--- src/rtl/hazard_forward_unit.sv ---
`default_nettype none
// ============================================================================
// Module   : hazard_forward_unit
// Brief    : EX-stage forward selects, load-use stall and branch flush control
//            with saturating stall/flush event counters.
// Revision : 1.0  initial release
// ============================================================================
module hazard_forward_unit #(
   parameter int REG_AW = 5,
   parameter int CNT_W  = 16
) (
   input  logic              clk,
   input  logic              rst,
   input  logic              id_valid,
   input  logic [REG_AW-1:0] id_rs1,
   input  logic [REG_AW-1:0] id_rs2,
   input  logic              id_use_rs1,
   input  logic              id_use_rs2,
   input  logic [REG_AW-1:0] id_rd,
   input  logic              id_reg_wr,
   input  logic              id_mem_rd,
   input  logic              br_taken,
   output logic [1:0]        FselA,
   output logic [1:0]        FselB,
   output logic              stall_if_id,
   output logic              flush_ex,
   output logic              flush_id,
   output logic [CNT_W-1:0]  stall_cnt,
   output logic [CNT_W-1:0]  flush_cnt
);

   localparam logic [1:0] c_sel_rf  = 2'b00;
   localparam logic [1:0] c_sel_mem = 2'b01;
   localparam logic [1:0] c_sel_wb  = 2'b10;

   // Only EX and MEM destinations steer any output, so WB tracking is not kept.
   logic [REG_AW-1:0] r_ex_rd;
   logic              r_ex_wr;
   logic              r_ex_ld;
   logic [REG_AW-1:0] r_mem_rd;
   logic              r_mem_wr;
   logic [1:0]        r_fsel_a;
   logic [1:0]        r_fsel_b;
   logic [CNT_W-1:0]  r_stall_cnt;
   logic [CNT_W-1:0]  r_flush_cnt;

   logic              w_lu;
   logic              w_stall;
   logic              w_bubble;
   logic [1:0]        w_fsel_a_nxt;
   logic [1:0]        w_fsel_b_nxt;

   function automatic logic [1:0] fwd_sel(input logic use_rs, input logic [REG_AW-1:0] rs);
      logic [1:0] sel;
      sel = c_sel_rf;
      if (use_rs && r_ex_wr && (r_ex_rd == rs) && (r_ex_rd != '0))
         sel = c_sel_mem;
      else if (use_rs && r_mem_wr && (r_mem_rd == rs) && (r_mem_rd != '0))
         sel = c_sel_wb;
      return sel;
   endfunction

   always_comb begin
      w_lu = id_valid && r_ex_ld && (r_ex_rd != '0) &&
             ((id_use_rs1 && (id_rs1 == r_ex_rd)) || (id_use_rs2 && (id_rs2 == r_ex_rd)));
      // A taken branch discards the stalled instruction, so flush beats stall.
      w_stall      = w_lu && !br_taken;
      w_bubble     = w_lu || br_taken;
      w_fsel_a_nxt = w_bubble ? c_sel_rf : fwd_sel(id_use_rs1, id_rs1);
      w_fsel_b_nxt = w_bubble ? c_sel_rf : fwd_sel(id_use_rs2, id_rs2);
   end

   always_ff @(posedge clk or posedge rst) begin
      if (rst) begin
         r_ex_rd     <= '0;
         r_ex_wr     <= 1'b0;
         r_ex_ld     <= 1'b0;
         r_mem_rd    <= '0;
         r_mem_wr    <= 1'b0;
         r_fsel_a    <= c_sel_rf;
         r_fsel_b    <= c_sel_rf;
         r_stall_cnt <= '0;
         r_flush_cnt <= '0;
      end else begin
         if (w_bubble) begin
            r_ex_rd <= '0;
            r_ex_wr <= 1'b0;
            r_ex_ld <= 1'b0;
         end else begin
            r_ex_rd <= id_rd;
            r_ex_wr <= id_reg_wr && id_valid;
            r_ex_ld <= id_mem_rd && id_valid;
         end
         r_mem_rd <= r_ex_rd;
         r_mem_wr <= r_ex_wr;
         r_fsel_a <= w_fsel_a_nxt;
         r_fsel_b <= w_fsel_b_nxt;
         if (w_stall && (r_stall_cnt != '1))
            r_stall_cnt <= r_stall_cnt + CNT_W'(1);
         if (br_taken && (r_flush_cnt != '1))
            r_flush_cnt <= r_flush_cnt + CNT_W'(1);
      end
   end

   assign FselA       = r_fsel_a;
   assign FselB       = r_fsel_b;
   assign stall_if_id = w_stall;
   assign flush_ex    = w_bubble;
   assign flush_id    = br_taken;
   assign stall_cnt   = r_stall_cnt;
   assign flush_cnt   = r_flush_cnt;

endmodule
`default_nettype wire

--- config.mk ---
export PLATFORM = sky130hd
export DESIGN_NAME = hazard_forward_unit
export DESIGN_NICKNAME = d
export VERILOG_FILES = /design/src/rtl/hazard_forward_unit.sv
export SDC_FILE = /design/constraint.sdc
export NUM_CORES = 1
export LEC_CHECK = 0
export ABC_CLOCK_PERIOD_IN_PS = 4540
export CORE_ASPECT_RATIO = 1.5
export CORE_MARGIN = 2
export CORE_UTILIZATION = 23
export DETAILED_ROUTE_END_ITERATION = 6
export PLACE_DENSITY_LB_ADDON = 0.2
export SYNTH_ARGS = -nofsm -noshare
export SYNTH_HDL_FRONTEND = slang
export SYNTH_SLANG_ARGS = --single-unit
--- constraint.sdc ---
create_clock -name clk -period 4.54 [get_ports clk]
set_clock_uncertainty 0.15 [all_clocks]
set_input_delay 0.908 -clock clk [delete_from_list [all_inputs] [get_ports clk]]
set_output_delay 0.908 -clock clk [all_outputs]
set_load 0.02 [all_outputs]
### After elaboration in Yosys (flattened, before gate mapping)

Index checks and enable logic that the tools add are counted.

| storage, ports and cells | value |
|---|---|
| flip-flop bits (word level) | 49 |
| output and inout port bits | 39 |

| cells by class | value |
|---|---|
| multiplexer cells | 9 |
| equal/unequal tests | 8 |
| add/sub/neg operators | 2 |
| reductions and logical operators | 27 |

Operator list:

| operator | number |
|---|---|
| $add A16 B1 Y16 const B | 2 |
| $ne A16 B16 Y1 const B | 2 |
| $eq A5 B5 Y1 | 6 |
| $logic_and A1 B1 Y1 | 22 |
| $mux W2 | 6 |
| $reduce_bool A5 Y1 | 2 |
| $mux W5 | 1 |
| $logic_or A1 B1 Y1 | 2 |
| $mux W1 | 2 |
| $logic_not A1 Y1 | 1 |

### Logic depth before layout (Yosys ltp)

| logic depth | value |
|---|---|
| depth in word-level cells | 6 |
| depth in mapped cells | 7 |

### Least setup slack after synthesis

Ideal clock, no wire load.

| timing | value |
|---|---|
| path type | input port to output port |
| start point | in id_rs2[4] |
| end point | out stall_if_id |
| required time | 3.482 ns |
| cell stages on the path | 5 |
| path slack | 1.206 ns |
| buffers on the path | 1 |
| data arrival time | 2.276 ns |
| path through | xor2_1 > nor4_2 > nand3_2 > buf_2 > a21boi_0 |

| on the way | value |
|---|---|
| word-level cells in the longest chain between the ends | 5 |

RTL lines:

| element | RTL line | text |
|---|---|---|
| start, declared | 16 | `input logic [REG_AW-1:0] id_rs2,` |
| $eq A5 B5 Y1 | 65 | `((id_use_rs1 && (id_rs1 == r_ex_rd)) \|\| (id_use_rs2 && (id_rs2 == r_ex_rd)));` |
| $logic_and A1 B1 Y1 | 65 |  |
| $logic_or A1 B1 Y1 | 65 |  |
| $logic_and A1 B1 Y1 | 64 | `w_lu = id_valid && r_ex_ld && (r_ex_rd != '0) &&` |
| $logic_and A1 B1 Y1 | 67 | `w_stall = w_lu && !br_taken;` |
| end, declared | 25 | `output logic stall_if_id,` |

Every way passes these cells.

### Worst setup path in the final report

| timing | value |
|---|---|
| start point | in id_rs1[3] |
| end point | out stall_if_id |

| on the way | value |
|---|---|
| word-level cells in the longest chain between the ends | 5 |

RTL lines:

| element | RTL line | text |
|---|---|---|
| start, declared | 15 | `input logic [REG_AW-1:0] id_rs1,` |
| $eq A5 B5 Y1 | 65 |  |
| $logic_and A1 B1 Y1 | 65 |  |
| $logic_or A1 B1 Y1 | 65 |  |
| $logic_and A1 B1 Y1 | 64 |  |
| $logic_and A1 B1 Y1 | 67 |  |

Every way passes these cells.

==> results.json <==
{
  "path_max_fanout": 18,
  "period_minus_slack_ns": 4.15,
  "max_stage_delay_ns": 0.65,
  "wl_met2_um": 3080,
  "final_cell_mix": "clkdlybuf4s50_1, dfrtp_1, xor2_1",
  "grt_pass1_wl_um": 9730,
  "hold_buffers": 0,
  "worst_slack_ns": 0.395,
  "post_cts_resized": 0,
  "grt-ovfl-total": 0,
  "die-area_mm2": 0.0115,
  "whs_endpoint": "r_mem_wr$_DFF_PP0_",
  "cap_violations": 0,
  "crit_chain": "clkdlybuf4s50_1 -> xor2_1 -> nor4_4 -> nand3_4 -> buf_4 -> a21boi_0 -> clkdlybuf4s50_1",
  "fmax_ghz": 0.241,
  "crit_path_frequent_cell": "clkdlybuf4s50_1",
  "area.growth.synth_to_final_pct": 38.2,
  "rows": 46,
  "die_h_um": 130,
  "dieWidth_um": 88.1,
  "avgSynthCellArea_um2": 11.2,
  "rrSetupSlack_ns": 2.35,
  "io_buffers": 61,
  "vdd_drop_max_mv": 0.172,
  "relSlewSlack": 0.297,
  "outcome": "finished, final reports clean",
  "drt-initial-drc-count": 66,
  "synth_edf_count": 0,
  "synthArstFlopShare": 1.00,
  "fin_tns_setup_ns": 0,
  "grt_max_degree": 50,
  "tritoncts": "yes",
  "crit_required_ns": 3.48,
  "gp_congestion": 0.770,
  "wl_met1_um": 2500,
  "crit_family": "buffers and inverters",
  "post-cts-setup-buffer-count": 0,
  "hold_path.class": "reg2reg",
  "reg2reg_from": "r_ex_rd[3]$_DFF_PP0_",
  "cts_buffer_depth": 2,
  "fin_area_mm2": 0.00337,
  "drive_gt1_frac": 0.0880,
  "wl_met3_um": 186,
  "synth.distinct_cells": 35,
  "syn_inst": 218,
  "tightest_slew_ns": 1.05,
  "drc": 0,
  "synth_ff_type": "dfrtp_1",
  "cp.arrival_ns": 3.09,
  "highest_layer": "met4",
  "cts_sinks": 49,
  "postRouteAntennaNets": 0,
  "pre_cts_ws_ns": 0.404,
  "first_pass_iters": 4,
  "synth_area_leader_cell": "dfrtp_1",
  "htree_num_levels": 2,
  "rr_endpoint": "stall_cnt[1]$_DFFE_PP0P_",
  "io_pins": 62,
  "synth_top_area_frac": 0.502,
  "crit_type": "in2out",
  "path_buf_inv": 3,
  "synth_area_leaders": "dfrtp_1, xor2_1, xnor2_1",
  "clkTransAtPathRegs_ns": 0.06,
  "power.density_mw_per_mm2": 327,
  "setup_viol": 0,
  "antenna_found_initial": 0,
  "drt-total-wl_um": 5920,
  "vias": 1882,
  "dp_hpwl_um": 4440,
  "cts_made_buffers": 5,
  "placed_cell_area_mm2": 0.00324,
  "diodes": 0,
  "grt_pass1_vias": 1924,
  "endpoint_kind": "primary output",
  "critPathSlowestCell": "clkdlybuf4s50_1",
  "wire_per_inst_um": 13.8,
  "yosysWarnings": 0,
  "rsz0062_at_grt": "no",
  "worstSetupStartpointType": "input pin",
  "ys_seq_area_frac": 0.502,
  "clockRootBuffer": "clkbuf_16",
  "ys_seq_elements": 49,
  "postSynthNetCount": 243,
  "routed_via_density": 4.40,
  "drv_slew": 0,
  "core_area_mm2": 0.0105,
  "hold_viol_final": 0,
  "final_common_cell": "clkdlybuf4s50_1",
  "worstHoldPathCells": 0,
  "finalCritPeriodShare": 0.913,
  "min_from": "r_ex_wr$_DFF_PP0_",
  "p_leak_uw": 0.00140,
  "mappedNetlistArea_mm2": 0.00244,
  "reg2reg_depth": 6,
  "grtUsageTotal": 0.108,
  "clk_latency_ns": 0.29,
  "start_util": 0.233,
  "finish.net_count": 309
}
[per-stage QoR]
stage,util,hold WS (ns),total power (uW),std cells
after CTS,0.322,0.233,1120,428
after global routing,0.322,0.261,1160,428
after detailed placement,0.309,0.217,758,421
after floorplan,-,0.204,644,218
final,0.322,0.231,1100,428
after global placement,0.309,0.214,756,421
[sequential cells by signal, summed over array words and instances (netlist names)]
name	flops
r_ex_wr	1
FselA	2
FselB	2
flush_cnt	16
r_ex_rd	5
r_mem_wr	1
r_mem_rd	5
r_ex_ld	1
stall_cnt	16
[where the power goes]
group | switching, uW | internal [uW] | total, uW
clock network | 155 | 202 | 357
registers | 50.2 | 472 | 522
logic | 111 | 115 | 225
total | 316 | 789 | 1100
[kinds of logic after synthesis]
family / after synthesis / synth area share
xor gates and xnor gates: 48 / 0.172
adders and majority gates: 2 / 0.0102
buffers and inverters: 10 / 0.0185
DFF: 49 / 0.502
AOI/OAI and AO/OA: 27 / 0.0856
and+or+nand+nor: 80 / 0.202
muxes: 2 / 0.00923
[synth_stat cells, types with 3 or more instances]
library cell and count:
buf_2 3, inv_1 3, nor4_1 5, nand2_1 15, xor2_1 31, a2111oi_2 3
nand4_1 12, nor2_1 3, a21oi_1 11, nor3b_1 5, nand3_1 14, a211oi_1 6
and4_1 4, xnor2_1 17, and3_1 7, nor3_1 6, dfrtp_1 49
[cell type report]
cell class | instances | area, um^2
repair buffers | 66 | 648
well taps | 144 | 180
fillers | 1127 | 7100
clock inverters | 1 | 8.76
flip-flops and latches | 49 | 1230
multi-input cells | 159 | 1170
clock buffers | 6 | 129
inverters | 3 | 11.3
[how the worst max path moves through the flow]
stage | startpoint | to | slack (ns) | cells after the start
floorplan | id_rs2[4] | stall_if_id | 1.21 | 5
CTS | id_rs1[3] | stall_if_id | 0.40 | 7
finish | id_rs1[3] | stall_if_id | 0.39 | 7
global route | id_rs1[3] | stall_if_id | 0.31 | 7
detailed placement | id_rs1[3] | stall_if_id | 0.40 | 7
global placement | id_rs1[3] | stall_if_id | 0.43 | 7
[layer usage]
layer	up-vias	GRT usage
li1	924	-
met1	908	0.128
met2	39	0.188
met3	11	0.0209
met4	0	0.0499
met5	-	0
[worst reg2reg max path: cells and delay by family (launching register included)]
kind	cells	cell delay, ns
XOR/XNOR	1	0.21
AND/OR/NAND/NOR	2	0.45
flip-flops	1	0.44
multiplexers	1	0.36
buffers and inverters	1	0.21
AO/OA/AOI/OAI	1	0.26
Note: power is estimated with default switching activity, not from simulation.
==> RTL change, RTL diff (same flow settings) <==
Register the output `stall_cnt` once more; this adds one clock of latency there. The other outputs are not delayed to match.
--- a/src/rtl/hazard_forward_unit.sv
+++ b/src/rtl/hazard_forward_unit.sv
@@ -107,7 +107,9 @@
    assign stall_if_id = w_stall;
    assign flush_ex    = w_bubble;
    assign flush_id    = br_taken;
-   assign stall_cnt   = r_stall_cnt;
+   always_ff @(posedge clk) begin
+      stall_cnt <= r_stall_cnt;
+   end
    assign flush_cnt   = r_flush_cnt;
 
 endmodule
Formal check against the unedited RTL: not equivalent (Yosys sat finds a counterexample within 4 cycles, from zero or initial values and one cycle with rst high).
==> RTL change against the original RTL <==
- power is 43% higher
- hold slack better by 13 ps
- cell area is 12% higher
- setup slack worse by 83 ps
- sequential cell count is 16 higher
- area after synthesis is 10% higher
- routed wire length is 7.1% higher
- critical path type unchanged
- largest cell class unchanged
==> RTL change: results (changes against the original RTL) <==
Crit. Startpoint=id_rs2[3]; Root Buffer=clkbuf_16; Data buffer area share=16.69% (-2.5 points); Seq/Total Area, Yosys=57.41% (+7.2 points); Final nets=329 (+6.5%); gp weighted congestion=0.7887 (+2.5%); worst-margin pin slew=1050 ps (-4.416 ps); #FFs+latches synth=65 (+33%); Rows=48 (+4.3%); leak pwr=1.619 nW (+16%); Vias per Instance=4.373 (-0.56%); CTS buffer count=9 (+4); PD cells=414.9 mW/mm^2 (+27%); Fill cells=1182 (+4.9%); footprint of the multi-input gates=0.001109 mm^2 (-5.2%); pre-CTS setup slack=303.5 ps (-100.2 ps); clk_buf instances=10 (+4); Clk. pwr=692 uW (+94%); status=finished clean; crit-path max FO=9 (-9); RR Endpoint=r_stall_cnt[12]; Synth Instances=233 (+6.9%); 1st-iter DRT viols=78 (+18%); ClkCell Share=8.080% (+4.0 points); DP HPWL=4.593 mm (+3.5%); routed len/inst=13.81 um (-0.17%); Crit path arrival time=3170 ps (+80 ps); FF-to-FF path depth=7 (+1); top post-synthesis cells by area=dfrtp_1 46%, dfxtp_1 12%, xor2_1 8.8%, xnor2_1 6.2%, and3_1 2.8%; maximum vdd drop=211.6 uV (+23%); leading cell types by count after synthesis=49 x dfrtp_1, 27 x xor2_1, 19 x xnor2_1, 16 x dfxtp_1, 15 x nand3_1; multi-input logic cell count=161 (+1.3%); Syn-to-layout area delta=40.83%; Mapped Nets=258 (+6.2%); register area=0.001546 mm^2 (+26%); Total GRT Usage=10.74% (-0.092 points); vias in the first global route=2108 (+9.6%); Post-Layout Cell Count=459 (+7.2%); asr flop ratio synth=75.38% (-25 points); Hold EP=r_mem_wr; Worst-Skew Late Latency=330 ps (+40 ps); Psw=408.1 uW (+29%); largest net degree at the start of global routing=49 (-2.0%); nonclk buf count=64 (-3.0%); H-tree depth=3 (+1); fmax=236.5 MHz (-2.0%); first-pass GRT wire length=10.31 mm (+6.0%); fraction of layout cells with a size suffix above 1=9.061% (+0.26 points); Worst R2R Setup Slack=2230 ps (-120 ps); dpl cells=443 (+5.2%); Post-DP Area=0.003487 mm^2 (+7.8%); minimum hold slack=243.8 ps (+12.65 ps); Yosys cell types=38 (+8.6%)
[RTL change: kinds of logic (layout without fill, tap and decap cells)]
logic type | count (synthesis) | in the layout | synth area share (%)
simple gates | 101 | 101 | 21.55
flops | 65 | 65 | 57.41
xor+xnor | 46 | 46 | 14.96
compound gates | 9 | 9 | 2.462
buf+inv | 7 | 83 | 1.440
mux | 3 | 3 | 1.254
fa+ha+maj | 2 | 2 | 0.9288
[RTL change: worst max-delay path: cells and delay by family]
family        cells  cell delay (ps)
buf+inv           2             1100
simple gates      4             1000
xor+xnor          1              160
[RTL change: per-layer routing]
layer / vias to the layer above / part of all wire [%] / GRT usage, %
met3: 7 / 6.6 / 3.634
met4: 0 / 1.7 / 4.561
met5: - / 0 / 0
met2: 66 / 51 / 18.98
li1: 962 / - / -
met1: 972 / 40 / 11.65
